**config.mk**
```make
export PLATFORM = sky130hd
export DESIGN_NAME = seg7_capture_flat
export DESIGN_NICKNAME = d
export VERILOG_FILES = /design/src/rtl/seg7_capture_if.sv /design/src/rtl/seg7_capture.sv /design/src/flat_wrapper.sv
export SDC_FILE = /design/constraint.sdc
export NUM_CORES = 1
export LEC_CHECK = 0
export ABC_CLOCK_PERIOD_IN_PS = 7400
export BUFFER_PORTS_ARGS = -buffer_cell sky130_fd_sc_hd__clkbuf_2
export CORE_UTILIZATION = 31
export DETAILED_ROUTE_END_ITERATION = 8
export GPL_ROUTABILITY_DRIVEN = 0
export GPL_TIMING_DRIVEN = 0
export SLEW_MARGIN = 20
export SYNTH_ARGS = -nofsm -noshare
export SYNTH_HDL_FRONTEND = slang
export SYNTH_SLANG_ARGS = --single-unit
```
**constraint.sdc**
```tcl
create_clock -name clk -period 7.4 [get_ports clk]
set_input_delay 1.48 -clock clk [delete_from_list [all_inputs] [get_ports clk]]
set_output_delay 1.48 -clock clk [all_outputs]
set_load 0.005 [all_outputs]
```
**src/rtl/seg7_capture_if.sv**
```systemverilog
// Bus bundle for seg7_capture: scanned active-low segment input side plus decoded results.
// err_count is present only when SEG7CAP_ERRCNT_EN is defined.
interface seg7_capture_if #(
  parameter int NUM_DIGITS = 4
);
  logic [6:0]              seg_in;
  logic [NUM_DIGITS-1:0]   dig_en;
  logic [4*NUM_DIGITS-1:0] value;
  logic [NUM_DIGITS-1:0]   digit_valid;
  logic                    update;
  logic [2:0]              update_idx;
  logic                    err;
`ifdef SEG7CAP_ERRCNT_EN
  logic [7:0]              err_count;
`endif

  modport master (
    output seg_in, dig_en,
`ifdef SEG7CAP_ERRCNT_EN
    input  err_count,
`endif
    input  value, digit_valid, update, update_idx, err
  );

  modport slave (
    input  seg_in, dig_en,
`ifdef SEG7CAP_ERRCNT_EN
    output err_count,
`endif
    output value, digit_valid, update, update_idx, err
  );
endinterface

```
**src/rtl/seg7_capture.sv**
```systemverilog
// Decodes a scanned active-low 7-segment bus back into per-digit hex nibbles once a pattern is stable.
// Optional saturating error counter is enabled with SEG7CAP_ERRCNT_EN.
module seg7_capture #(
  parameter int NUM_DIGITS    = 4,
  parameter int STABLE_CYCLES = 4
) (
  input logic           clk,
  input logic           rst_n,
  seg7_capture_if.slave bus
);

  localparam logic [7:0] CNT_TC  = 8'(STABLE_CYCLES - 1);
  localparam logic [7:0] CNT_SAT = 8'(STABLE_CYCLES);

  logic [6:0]                  samp_seg;
  logic [NUM_DIGITS-1:0]       samp_en;
  logic [7:0]                  cnt;
  logic [NUM_DIGITS-1:0][3:0]  value_q;
  logic [NUM_DIGITS-1:0]       valid_q;
  logic                        update_q;
  logic [2:0]                  update_idx_q;
  logic                        err_q;

  logic       same;
  logic       fire;
  logic       dec_legal;
  logic       dec_blank;
  logic [3:0] dec_nib;
  logic [2:0] hot_idx;
  logic       write_set;
  logic       blank_set;
  logic       err_set;

  assign same = (bus.seg_in == samp_seg) && (bus.dig_en == samp_en);
  assign fire = same && (cnt == CNT_TC);

  always_comb begin
    dec_legal = 1'b1;
    dec_blank = 1'b0;
    dec_nib   = 4'h0;
    case (samp_seg)
      7'h01: dec_nib = 4'h0;
      7'h4F: dec_nib = 4'h1;
      7'h12: dec_nib = 4'h2;
      7'h06: dec_nib = 4'h3;
      7'h4C: dec_nib = 4'h4;
      7'h24: dec_nib = 4'h5;
      7'h20: dec_nib = 4'h6;
      7'h0F: dec_nib = 4'h7;
      7'h00: dec_nib = 4'h8;
      7'h0C: dec_nib = 4'h9;
      7'h08: dec_nib = 4'hA;
      7'h60: dec_nib = 4'hB;
      7'h31: dec_nib = 4'hC;
      7'h42: dec_nib = 4'hD;
      7'h30: dec_nib = 4'hE;
      7'h38: dec_nib = 4'hF;
      7'h7F: begin
        dec_legal = 1'b0;
        dec_blank = 1'b1;
      end
      default: dec_legal = 1'b0;
    endcase
  end

  always_comb begin
    hot_idx = 3'd0;
    for (int i = 0; i < NUM_DIGITS; i++) begin
      if (samp_en[i]) hot_idx = 3'(i);
    end
  end

  // All-zero select is inter-digit blanking and commits nothing.
  always_comb begin
    write_set = 1'b0;
    blank_set = 1'b0;
    err_set   = 1'b0;
    if (fire && (samp_en != '0)) begin
      if (!$onehot(samp_en)) err_set   = 1'b1;
      else if (dec_legal)    write_set = 1'b1;
      else if (dec_blank)    blank_set = 1'b1;
      else                   err_set   = 1'b1;
    end
  end

  always_ff @(posedge clk or negedge rst_n) begin
    if (!rst_n) begin
      samp_seg     <= 7'h7F;
      samp_en      <= '0;
      cnt          <= 8'd0;
      value_q      <= '0;
      valid_q      <= '0;
      update_q     <= 1'b0;
      update_idx_q <= 3'd0;
      err_q        <= 1'b0;
    end else begin
      if (!same) begin
        samp_seg <= bus.seg_in;
        samp_en  <= bus.dig_en;
        cnt      <= 8'd0;
      end else if (cnt != CNT_SAT) begin
        cnt <= cnt + 8'd1;
      end

      update_q <= write_set || blank_set;
      err_q    <= err_set;
      if (write_set || blank_set) update_idx_q <= hot_idx;

      for (int i = 0; i < NUM_DIGITS; i++) begin
        if (samp_en[i] && write_set) begin
          value_q[i] <= dec_nib;
          valid_q[i] <= 1'b1;
        end else if (samp_en[i] && blank_set) begin
          valid_q[i] <= 1'b0;
        end
      end
    end
  end

`ifdef SEG7CAP_ERRCNT_EN
  logic [7:0] err_cnt_q;

  always_ff @(posedge clk or negedge rst_n) begin
    if (!rst_n)                          err_cnt_q <= 8'd0;
    else if (err_set && err_cnt_q != 8'hFF) err_cnt_q <= err_cnt_q + 8'd1;
  end

  assign bus.err_count = err_cnt_q;
`endif

  assign bus.value       = value_q;
  assign bus.digit_valid = valid_q;
  assign bus.update      = update_q;
  assign bus.update_idx  = update_idx_q;
  assign bus.err         = err_q;

endmodule

```
**src/flat_wrapper.sv**
```systemverilog
// flat-port wrapper written by rule: the top's interface ports become plain ports
module seg7_capture_flat 
#(
  parameter int NUM_DIGITS    = 4,
  parameter int STABLE_CYCLES = 4
)
  (clk, rst_n, bus_seg_in, bus_dig_en, bus_value, bus_digit_valid, bus_update, bus_update_idx, bus_err);
  seg7_capture_if #(.NUM_DIGITS(NUM_DIGITS)) bus_i ();
  input logic clk;
  input logic rst_n;
  input wire logic [$bits(bus_i.seg_in)-1:0] bus_seg_in;
  input wire logic [$bits(bus_i.dig_en)-1:0] bus_dig_en;
  output wire logic [$bits(bus_i.value)-1:0] bus_value;
  output wire logic [$bits(bus_i.digit_valid)-1:0] bus_digit_valid;
  output wire logic [$bits(bus_i.update)-1:0] bus_update;
  output wire logic [$bits(bus_i.update_idx)-1:0] bus_update_idx;
  output wire logic [$bits(bus_i.err)-1:0] bus_err;
  assign bus_i.seg_in = bus_seg_in;
  assign bus_i.dig_en = bus_dig_en;
  assign bus_value = bus_i.value;
  assign bus_digit_valid = bus_i.digit_valid;
  assign bus_update = bus_i.update;
  assign bus_update_idx = bus_i.update_idx;
  assign bus_err = bus_i.err;
  seg7_capture #(.NUM_DIGITS(NUM_DIGITS), .STABLE_CYCLES(STABLE_CYCLES)) u_core (.clk(clk), .rst_n(rst_n), .bus(bus_i));
endmodule
```
; Word level (Yosys, flattened, before mapping)
; Cells that the tools add are included.
[word_totals]
elab_cells = 86
ff_bits = 44
out_inout_bits = 25
inputBits = 13
[classes]
add_sub_neg = 4
mux = 27
reduce_logical = 19
n_eq_ne = 22
[ops]
columns = op, n
row1 = $pmux 4 s15, 1
row2 = $eq 7x6->1 const B, 5
row3 = $eq 7x7->1 const B, 5
row4 = $mux 1, 22
row5 = $eq 7x4->1 const B, 3
row6 = $mux 8, 2
row7 = $reduce_or 16->1, 1
row8 = $logic_and 1x1->1, 11
row9 = $add 8x1->8 const B, 1
row10 = $eq 8x2->1 const B, 1
row11 = $ne 8x3->1 const B, 1
row12 = $reduce_bool 2->1, 4
row13 = $eq 7x1->1 const B, 1
row14 = $eq 7x3->1 const B, 1
row15 = $eq 7x5->1 const B, 1
row16 = $eq 7x7->1, 1
row17 = $logic_not 7->1, 1
row18 = $add 1x1->2, 2
row19 = $eq 4x4->1, 1
row20 = $mux 2, 2
row21 = $reduce_bool 4->1, 1
row22 = $add 3x3->3, 1
row23 = $eq 3x1->1 const B, 1
row24 = $ne 2x2->1 const B, 1
row25 = $logic_or 1x1->1, 1

; Depth between registers and ports, before layout
; Gate-level depths: netlist of the first run.
[depth]
word_depth = 9
ltp_mapped = 9

; Worst setup path before layout of the first run
; No wires, ideal clock.
[synth_path]
path_kind = input to register
from = input port bus_seg_in[0]
to = register u_core.value_q (netlist bit u_core.bus.value[0])
arrival_time_ns = 2.736
path_stages = 5
setup_ns = 0.125
t_required_ns = 7.275
slack_ns = 4.539
path_cell_list = xnor2_1 > nand3_2 > nor4_4 > o2111ai_2 > mux2_2
[synth_via]
elab_chain_len = 6
[synth_rtl]
columns = item, line
row1 = "start, declared", flat_wrapper.sv:11  ; input wire logic [$bits(bus_i.seg_in)-1:0] bus_seg_in;
row2 = $eq 7x7->1, seg7_capture.sv:34  ; assign same = (bus.seg_in == samp_seg) && (bus.dig_en == samp_en);
row3 = $logic_and 1x1->1, seg7_capture.sv:34
row4 = $logic_and 1x1->1, seg7_capture.sv:35  ; assign fire = same && (cnt == CNT_TC);
row5 = $logic_and 1x1->1, seg7_capture.sv:78  ; if (fire && (samp_en != '0)) begin
row6 = $mux 1, seg7_capture.sv:78
row7 = $logic_and 1x1->1, seg7_capture.sv:110  ; if (samp_en[i] && write_set) begin
row8 = "end signal, assigned by index", seg7_capture.sv:111  ; value_q[i] <= dec_nib;
row9 = "end, declared", seg7_capture.sv:18  ; logic [NUM_DIGITS-1:0][3:0] value_q;
; Every way passes these cells.
; A chain may end at the register's enable or synchronous reset.

; Worst setup path after layout of the first run
[layout_path]
from = register u_core.samp_en[2]
to = register u_core.value_q (netlist bit u_core.bus.value[0])
[layout_via]
elab_chain_len = 6
elab_cells_between_ends = 11
classes_between = 2 x add/sub / 2 x eq/ne / 2 x mux / 5 x reduce/logical
[layout_rtl]
columns = item, line
row1 = "start, declared", seg7_capture.sv:16  ; logic [NUM_DIGITS-1:0] samp_en;
row2 = "start signal, assigned", seg7_capture.sv:99  ; samp_en <= bus.dig_en;
row3 = $add 1x1->2 (implied by the code) or $eq 4x4->1 (tied branches), "seg7_capture.sv:79, seg7_capture.sv:34"
row4 = $add 3x3->3 (implied by the code) or $logic_and 1x1->1 (tied branches), "seg7_capture.sv:79, seg7_capture.sv:34"
row5 = $eq 3x1->1 or $logic_and 1x1->1 (tied branches), "seg7_capture.sv:79, seg7_capture.sv:35"
row6 = $mux 1 or $logic_and 1x1->1 (tied branches), "seg7_capture.sv:79, seg7_capture.sv:78"
row7 = $mux 1 *, seg7_capture.sv:78
row8 = $logic_and 1x1->1 *, seg7_capture.sv:110
; Mark *: on every way between the ends. The rest lies on a longest branch, timed or not.

==> results by group, run 1 <==
Detailed routing
  • DRT antenna net count: 0
  • WL per Instance: between 10 and 15 um
  • Total number of vias: 1811
  • Vias per Instance: 4.78
  • DRC errors left: 0
  • Initial DRC count: 60
  • DR pass1 iterations: 4
  • Routed Wire Length: 5.33 mm

Timing
  • Slew margin rel.: a little over three fifths
  • Final Max Tran Viols: 0
  • Final Hold Viols: 0
  • Slew @ Worst Pin: 0.552 ns
  • TNS Setup: 0 ns
  • Final min period: 3.05 ns
  • Setup Viol. Count Final: 0
  • Hold WS: a little under 0.5 ns
  • Period utilization: 41.2%
  • Unrepaired setup endpoints after global routing: false
  • Clock Skews: 0.00679 ns
  • Highest Clock Rate: 328 MHz

Synthesis
  • Syn_nets: 254
  • Post-synthesis mux area share: under 10%
  • Avg Cell Area, Syn: 10.7 um2
  • Seq/Total Area, Yosys: 43.5%
  • Mapped Cells: 233
  • Largest family of logic cells by synthesized area: simple AND/OR/NAND/NOR gates
  • Post-synth ARST share: 100%
  • Yosys cell types: 55
  • Post-Synth XOR/XNOR Area: under 10%
  • Simple-gate share of the synthesized area: 18.2%
  • Synth Area in Compound Gates: 11.1%
  • Yosys reg bits: 43
  • Post-Synth Adder-Cell Area: 4.31%
  • Top FF cell, synth: dfrtp_1
  • YS warnings: 0
  • Synthesized area: 0.00250 mm2
  • EDFF count, synth: 0

Critical path
  • Worst-path maximum fanout: 6
  • RR Startpoint: u_core.samp_en[2]
  • Critical Path Slowest Stage Cell: dfrtp_1
  • Nature of the critical path startpoint: flip-flop
  • Register-to-Register Path Depth: 9
  • R2r setup slk: 4.35 ns
  • Crit-path cells: inv_1 > ha_1 > ha_1 > fa_1 > nor2_1 > nand2_1 > nor4_4 > o2111ai_2 > mux2_2
  • Worst path buffer plus inverter count: 1
  • Worst path top cell family by delay: adder cells
  • Classification of the worst setup path: reg -> reg
  • CP required: 7.59 ns
  • Critical R2R Capture: u_core.bus.value[0]
  • CP endpoint kind: flip-flop
  • Worst path max stage delay: 0.49 ns
  • Most common cell on crit path: ha_1
  • CP Depth: 9
  • WP data arrival: 3.24 ns

Die
  • Starting density of the core: 32.1%
  • Cell Rows: 32
  • Die area: 0.00842 mm2
  • Die width: 91.7 um
  • # IOs: 38
  • Die height: 91.7 um
  • Core Area: 0.00777 mm2

Clock tree
  • Post-cts sizing count: 0
  • Hold-fix buffers, CTS: 0
  • Inserted Clock Buffers: 5
  • # Post-CTS Setup Buffers: 0
  • Clock-pin slew on the worst setup and hold paths: 0.09 ns
  • Root Driver: clkbuf_8
  • Clock Path Buffers: 2
  • Number of H-tree levels: 2
  • CTS Sinks: 43
  • CTS tree: built
  • Later-pin clock latency in the skew report: 0.30 ns

Layout
  • Design Area, Final: 0.00294 mm2
  • Antenna cells: 0
  • Filler instances: 802
  • Share of cells above drive strength 1: 30.0%
  • Fin nets: 297
  • Area grow syn2layout: 17.7%

Flow run
  • Max-cap check violation count: 0

Placed design
  • Area after DPL: 0.00280 mm2
  • PortBufs: 36
  • HPWL Detailed: 3.84 mm

Global route
  • Largest net degree at the start of global routing: 44
  • First-pass GRT wire length: 9.11 mm
  • GRT Overall Usage: about 14%
  • Number of global-route vias before repair: about 1.8k
  • Gr ovfl total: 0
  • Initial antenna violation count: 0

Min path
  • Min-Delay Path Class: reg -> reg
  • Hold Path Origin: u_core.bus.digit_valid[0]
  • Hold path depth: 1
  • Worst Hold Endpoint: u_core.bus.digit_valid[0]

Power
  • Peak supply drop: 0.0000780 V
  • Pwr Density: 175 mW/mm2
  • Total power: slightly above 0.0005 W
  • Lkg Pwr: ~1.4 nW
  • Logic pwr share: about a tenth
  • Internal: 0.000395 W
  • Psw: 0.000118 W
  • Sequential share of power: a little under half
  • Clock power frac: 42.4%
  • Sw Ratio: ~23%

Run status
  • Status: completed
==> state kept, by name (all words and copies together), names as in the netlist <==
register,cells
u_core.bus.digit_valid,4
u_core.bus.err,1
u_core.bus.update,1
u_core.bus.update_idx,2
u_core.bus.value,16
u_core.cnt,8
u_core.samp_en,4
u_core.samp_seg,7
==> power by group through the flow <==
| stage | clock network [W] | registers [W] | logic, W |
|---|---|---|---|
| 2_1_floorplan | 0 | 0.000247 | 0.0000351 |
| 3_3_place_gp | 0 | 0.000248 | 0.0000502 |
| 3_5_place_dp | 0 | 0.000248 | 0.0000513 |
| 4_1_cts | 0.000224 | 0.000244 | 0.0000523 |
| 5_1_grt | 0.000234 | 0.000244 | 0.0000582 |
| 6_report | 0.000218 | 0.000244 | 0.0000518 |
==> metrics by stage <==
step           utilization (%)  setup WS (ns)  cells
5_1_grt                   37.8           4.18    379
2_1_floorplan                -           4.54    233
3_3_place_gp              36.1           4.17    371
6_report                  37.8           4.35    379
4_1_cts                   37.8           4.30    379
3_5_place_dp              36.1           4.15    371
==> final cells by class <==
cell class / instances / area (um2) / share of cell area, %
Buffer: 22 / 121 / 4.13
Clock buffer: 6 / 72.6 / 2.47
Clock inverter: 2 / 60.1 / 2.04
Inverter: 21 / 78.8 / 2.68
Multi-Input combinational cell: 147 / 1210 / 41.2
Sequential cell: 43 / 1080 / 36.9
Tap cell: 102 / 128 / 4.34
Timing Repair Buffer: 36 / 183 / 6.22
==> layout by cell type, fill, tap and decap left out, drive strengths merged, types with 3 or more instances in the layout <==
cell / Yosys / final
dfstp: 7 / 7
buf: 11 / 12
inv: 21 / 21
dfrtp: 36 / 36
nor3: 8 / 8
nand3: 7 / 7
o2111ai: 6 / 6
xnor2: 14 / 14
mux2i: 12 / 12
a21bo: 4 / 4
or3: 3 / 3
xor2: 6 / 6
clkbuf: 11 / 52
nor4: 3 / 3
nor3b: 3 / 3
and3b: 3 / 3
o21ai: 4 / 4
ha: 7 / 7
nand4: 10 / 10
mux2: 5 / 5
nor2: 17 / 17
a21oi: 6 / 6
nand2: 6 / 6
==> per-layer routing <==
metal | share of wire (%) | global-route usage (%) | wire [um]
met1 | 48 | 18.8 | 2540
met5 | 0 | 0 | 0
met3 | 5.2 | 3.48 | 276
met2 | 47 | 22.0 | 2480
met4 | 0.64 | 3.26 | 34
==> logic make-up after synthesis <==
group,Yosys count
and+or+nand+nor,72
buffers and inverters,43
xor gates and xnor gates,20
muxes,17
AOI/OAI and AO/OA,29
DFF,43
other,1
adders and majority gates,8
==> cell usage after synthesis (3+ instances only) <==
cell type	n	share of area [%]
xor2_1	6	2.1
or3_1	3	0.75
nand3_1	6	1.2
nand4_1	10	2.5
nor2_1	16	2.4
buf_2	4	0.80
xnor2_1	12	4.2
a21oi_1	6	1.2
inv_1	21	3.2
a21bo_1	4	1.6
mux2i_1	12	4.8
dfstp_2	7	7.4
o2111ai_2	5	3.0
o21ai_0	3	0.60
mux2_2	4	1.8
nor3_1	6	1.2
dfrtp_1	36	36
clkbuf_1	11	1.7
buf_4	5	1.5
nand2_1	6	0.90
ha_1	7	3.5
and3b_1	3	1.1
==> worst max-delay path by stage <==
| stage | from | endpoint | slack, ns |
|---|---|---|---|
| 4_1_cts | u_core.samp_en[2] | u_core.bus.value[8] | 4.30 |
| 3_3_place_gp | bus_seg_in[0] | u_core.bus.value[8] | 4.17 |
| 3_5_place_dp | bus_seg_in[0] | u_core.bus.value[8] | 4.15 |
| 5_1_grt | u_core.samp_en[2] | u_core.bus.value[8] | 4.18 |
| 6_report | u_core.samp_en[2] | u_core.bus.value[0] | 4.35 |
| 2_1_floorplan | bus_seg_in[0] | u_core.bus.value[0] | 4.54 |
(Power assumes the default switching activity.)
==> run 2: changes to the inputs <==
--- a/config.mk
+++ b/config.mk
@@ -5,7 +5,8 @@
 export SDC_FILE = /design/constraint.sdc
 export NUM_CORES = 1
 export LEC_CHECK = 0
-export ABC_CLOCK_PERIOD_IN_PS = 7400
+export ABC_AREA = 1
+export ABC_CLOCK_PERIOD_IN_PS = 3000
 export BUFFER_PORTS_ARGS = -buffer_cell sky130_fd_sc_hd__clkbuf_2
 export CORE_UTILIZATION = 31
 export DETAILED_ROUTE_END_ITERATION = 8
==> constraint.sdc (replaced) <==
create_clock -name clk -period 3 [get_ports clk]
set_input_delay 0.6 -clock clk [delete_from_list [all_inputs] [get_ports clk]]
set_output_delay 0.6 -clock clk [all_outputs]
set_load 0.005 [all_outputs]
==> run 2 against run 1 <==
Effect of this change:
- sequential share of layout area increased by 2.3 points
- core utilization fell by 0.050 points
- non-clock buffer count shrank 2
- die area shrank 4.7%
- maximum frequency grew 14%
- critical path depth up 2
- synthesized area fell by 4.8%
- register-to-register slack worse by 4.0 ns
- first-iteration DRC count grew 23%
- flip-flop and latch count is the same
- combinational power up 100%
==> results by group, run 2 <==
Global route
  • Number of global-route vias before repair: 1880
  • Gr ovfl total: 0
  • Initial antenna violation count: 0
  • Largest net degree at the start of global routing: 44
  • GRT Overall Usage: between 10% and 20%
  • First-pass GRT wire length: 8.34 mm

Synthesis
  • Avg Cell Area, Syn: 7.60 um2
  • Mapped Cells: between 300 and 400
  • Area leader, netlist: dfrtp_1
  • Top cells by area, synth: dfrtp_1, nand2_1, dfstp_2
  • Synthesized area: 0.00238 mm2
  • Post-synth ARST share: 100%
  • Top FF cell, synth: dfrtp_1
  • Commonest cells post-synth: nand2_1, nor2_1, dfrtp_1, inv_1, nand4_1
  • YS warnings: 0
  • Count leader, synth: nand2_1
  • Yosys cell types: 27
  • Synth top area share: 37.9%
  • Syn_nets: 334
  • Seq/Total Area, Yosys: 45.6%
  • Yosys reg bits: 43
  • EDFF count, synth: 0

Critical path
  • WP data arrival: 2.92 ns
  • Register-to-Register Path Depth: 11
  • CP endpoint kind: flip-flop
  • Worst path max stage delay: 0.42 ns
  • Critical Path Slowest Stage Cell: fa_1
  • Classification of the worst setup path: reg -> reg
  • RR Startpoint: u_core.samp_en[2]
  • Capture point of the worst path: u_core.bus.value[8]
  • Nature of the critical path startpoint: flip-flop
  • Critical R2R Capture: u_core.bus.value[8]
  • CP required: 3.23 ns
  • Critical path origin: u_core.samp_en[2]
  • R2r setup slk: between 0.3 and 0.4 ns
  • Worst-path maximum fanout: 10
  • Crit-path cells: buf_2 > inv_1 > ha_1 > ha_1 > fa_1 > nor3_1 > inv_1 > nor2_4 > buf_2 > nand4_1 > nand2_1

Clock tree
  • Later-pin clock latency in the skew report: 0.30 ns
  • Clock-pin slew on the worst setup and hold paths: 0.09 ns
  • Hold-fix buffers, CTS: 0
  • Inserted Clock Buffers: 5
  • Clock Path Buffers: 2
  • CTS tree: built
  • Root Driver: clkbuf_8
  • Number of H-tree levels: 2
  • Post-cts sizing count: 0
  • CTS Sinks: 43
  • # Post-CTS Setup Buffers: 0

Timing
  • Period utilization: between 80% and 90%
  • Final min period: 2.68 ns
  • Slew margin rel.: 36.8%
  • Final Hold Viols: 0
  • Clock Skews: 0.0105 ns
  • TNS Setup: 0 ns
  • Final Max Tran Viols: 0
  • Highest Clock Rate: 373 MHz
  • Slew @ Worst Pin: approximately 0.95 ns
  • Setup Viol. Count Final: 0
  • Unrepaired setup endpoints after global routing: false

Layout
  • Antenna cells: 0
  • Area grow syn2layout: 16.5%
  • Most frequent cells in the layout: nand2_1, nor2_1, dfrtp_1
  • Non-Filler Instances: 456
  • Fin nets: ~380
  • Max FFs per register: 16
  • Share of cells above drive strength 1: 21.0%
  • Commonest non-fill, non-tap cell in the layout: nand2_1

Detailed routing
  • Routed Wire Length: 4.81 mm
  • WL per Instance: approximately 11 um
  • Vias per Instance: 4.36
  • DRT antenna net count: 0
  • Initial DRC count: 74
  • Total number of vias: 1987
  • DRC errors left: 0
  • DR pass1 iterations: 4

Die
  • Die area: 0.00802 mm2
  • Die width: 89.6 um
  • # IOs: 38
  • Die height: 89.6 um
  • Cell Rows: 31
  • Starting density of the core: ~32%
  • Core Area: about 0.0073 mm2

Power
  • Pwr Density: approximately 400 mW/mm2
  • Lkg Pwr: 1.47 nW
  • Peak supply drop: 0.000177 V

Run status
  • Status: completed

Placed design
  • Cells after DPL: 448
  • PortBufs: 36
  • HPWL Detailed: 3.67 mm

Min path
  • Min-Delay Path Class: in -> async

Flow run
  • Max-cap check violation count: 0
[run 2: changes by cell type after synthesis, moves of 4 or more]
| cell | change |
|---|---|
| nor2_1 | +29 |
| inv_2 | +6 |
| nand3_1 | +11 |
| a21bo_1 | -4 |
| nand3_2 | +4 |
| nand2_1 | +83 |
| mux2i_1 | -12 |
| mux2_2 | -4 |
| nand4_1 | +9 |
| xnor2_1 | -7 |
| o2111ai_2 | -5 |
| inv_1 | +9 |
[run 2: worst min path at each step]
stage                              startpoint                         to  depth (start not counted)
floorplan                               rst_n  u_core.bus.digit_valid[0]                          0
global placement    u_core.bus.digit_valid[0]  u_core.bus.digit_valid[0]                          2
detailed placement       u_core.bus.value[11]       u_core.bus.value[11]                          2
CTS                             bus_seg_in[6]         u_core.samp_seg[6]                          2
global route                    bus_seg_in[4]         u_core.samp_seg[4]                          2
finish                                  rst_n       u_core.bus.value[14]                          1
[run 2: kinds of logic (layout without fill, tap and decap cells)]
family	Yosys count	after routing	share of synthesized area, %
simple gates	185	185	34.6
buf+inv	56	100	9.63
other cells	1	1	0.158
compound gates	12	12	2.53
fa+ha+maj	8	8	4.53
xor+xnor	8	8	2.95
flops	43	43	45.6
[run 2: worst max-delay path: cells and delay by family, from the launching register on]
kind | cells | cell delay [ns]
fa+ha+maj | 3 | 0.92
simple gates | 4 | 0.70
buf+inv | 4 | 0.64
flops | 1 | 0.35
[run 2: power by group]
part           switching, W  internal, W
clock network      0.000217     0.000162
logic             0.0000695    0.0000364
registers        0.00000838     0.000591
[run 2: metal layers]
metal  up-vias  track usage, %  share of wire, %
li1       1061               -                 -
met3         7            3.11               3.4
met2        36            21.2                46
met1       883            18.6                50
met5         -               0                 0
met4         0            3.75               1.2
[run 2: area by class of cell]
cell class | count | area [um2]
fillers | 777 | 4560
multi-input cells | 214 | 1060
well taps | 99 | 124
inverters | 36 | 135
clock inverters | 3 | 20.0
plain buffers | 20 | 93.8
flip-flops and latches | 43 | 1080
repair buffers | 36 | 180
clock buffers | 5 | 68.8
[run 2: through the flow]
step / hold WS, ns / utilization, % / total power [W] / setup WS, ns / cell area [um2]
floorplan: 0.304 / - / 0.000680 / 0.548 / 2380
global placement: 0.453 / 36.6 / 0.000716 / 0.319 / 2680
detailed placement: 0.463 / 36.6 / 0.000719 / 0.321 / 2680
CTS: 0.472 / 37.8 / 0.00110 / 0.302 / 2770
global route: 0.479 / 37.8 / 0.00114 / 0.0791 / 2770
finish: 0.434 / 37.8 / 0.00108 / 0.318 / 2770
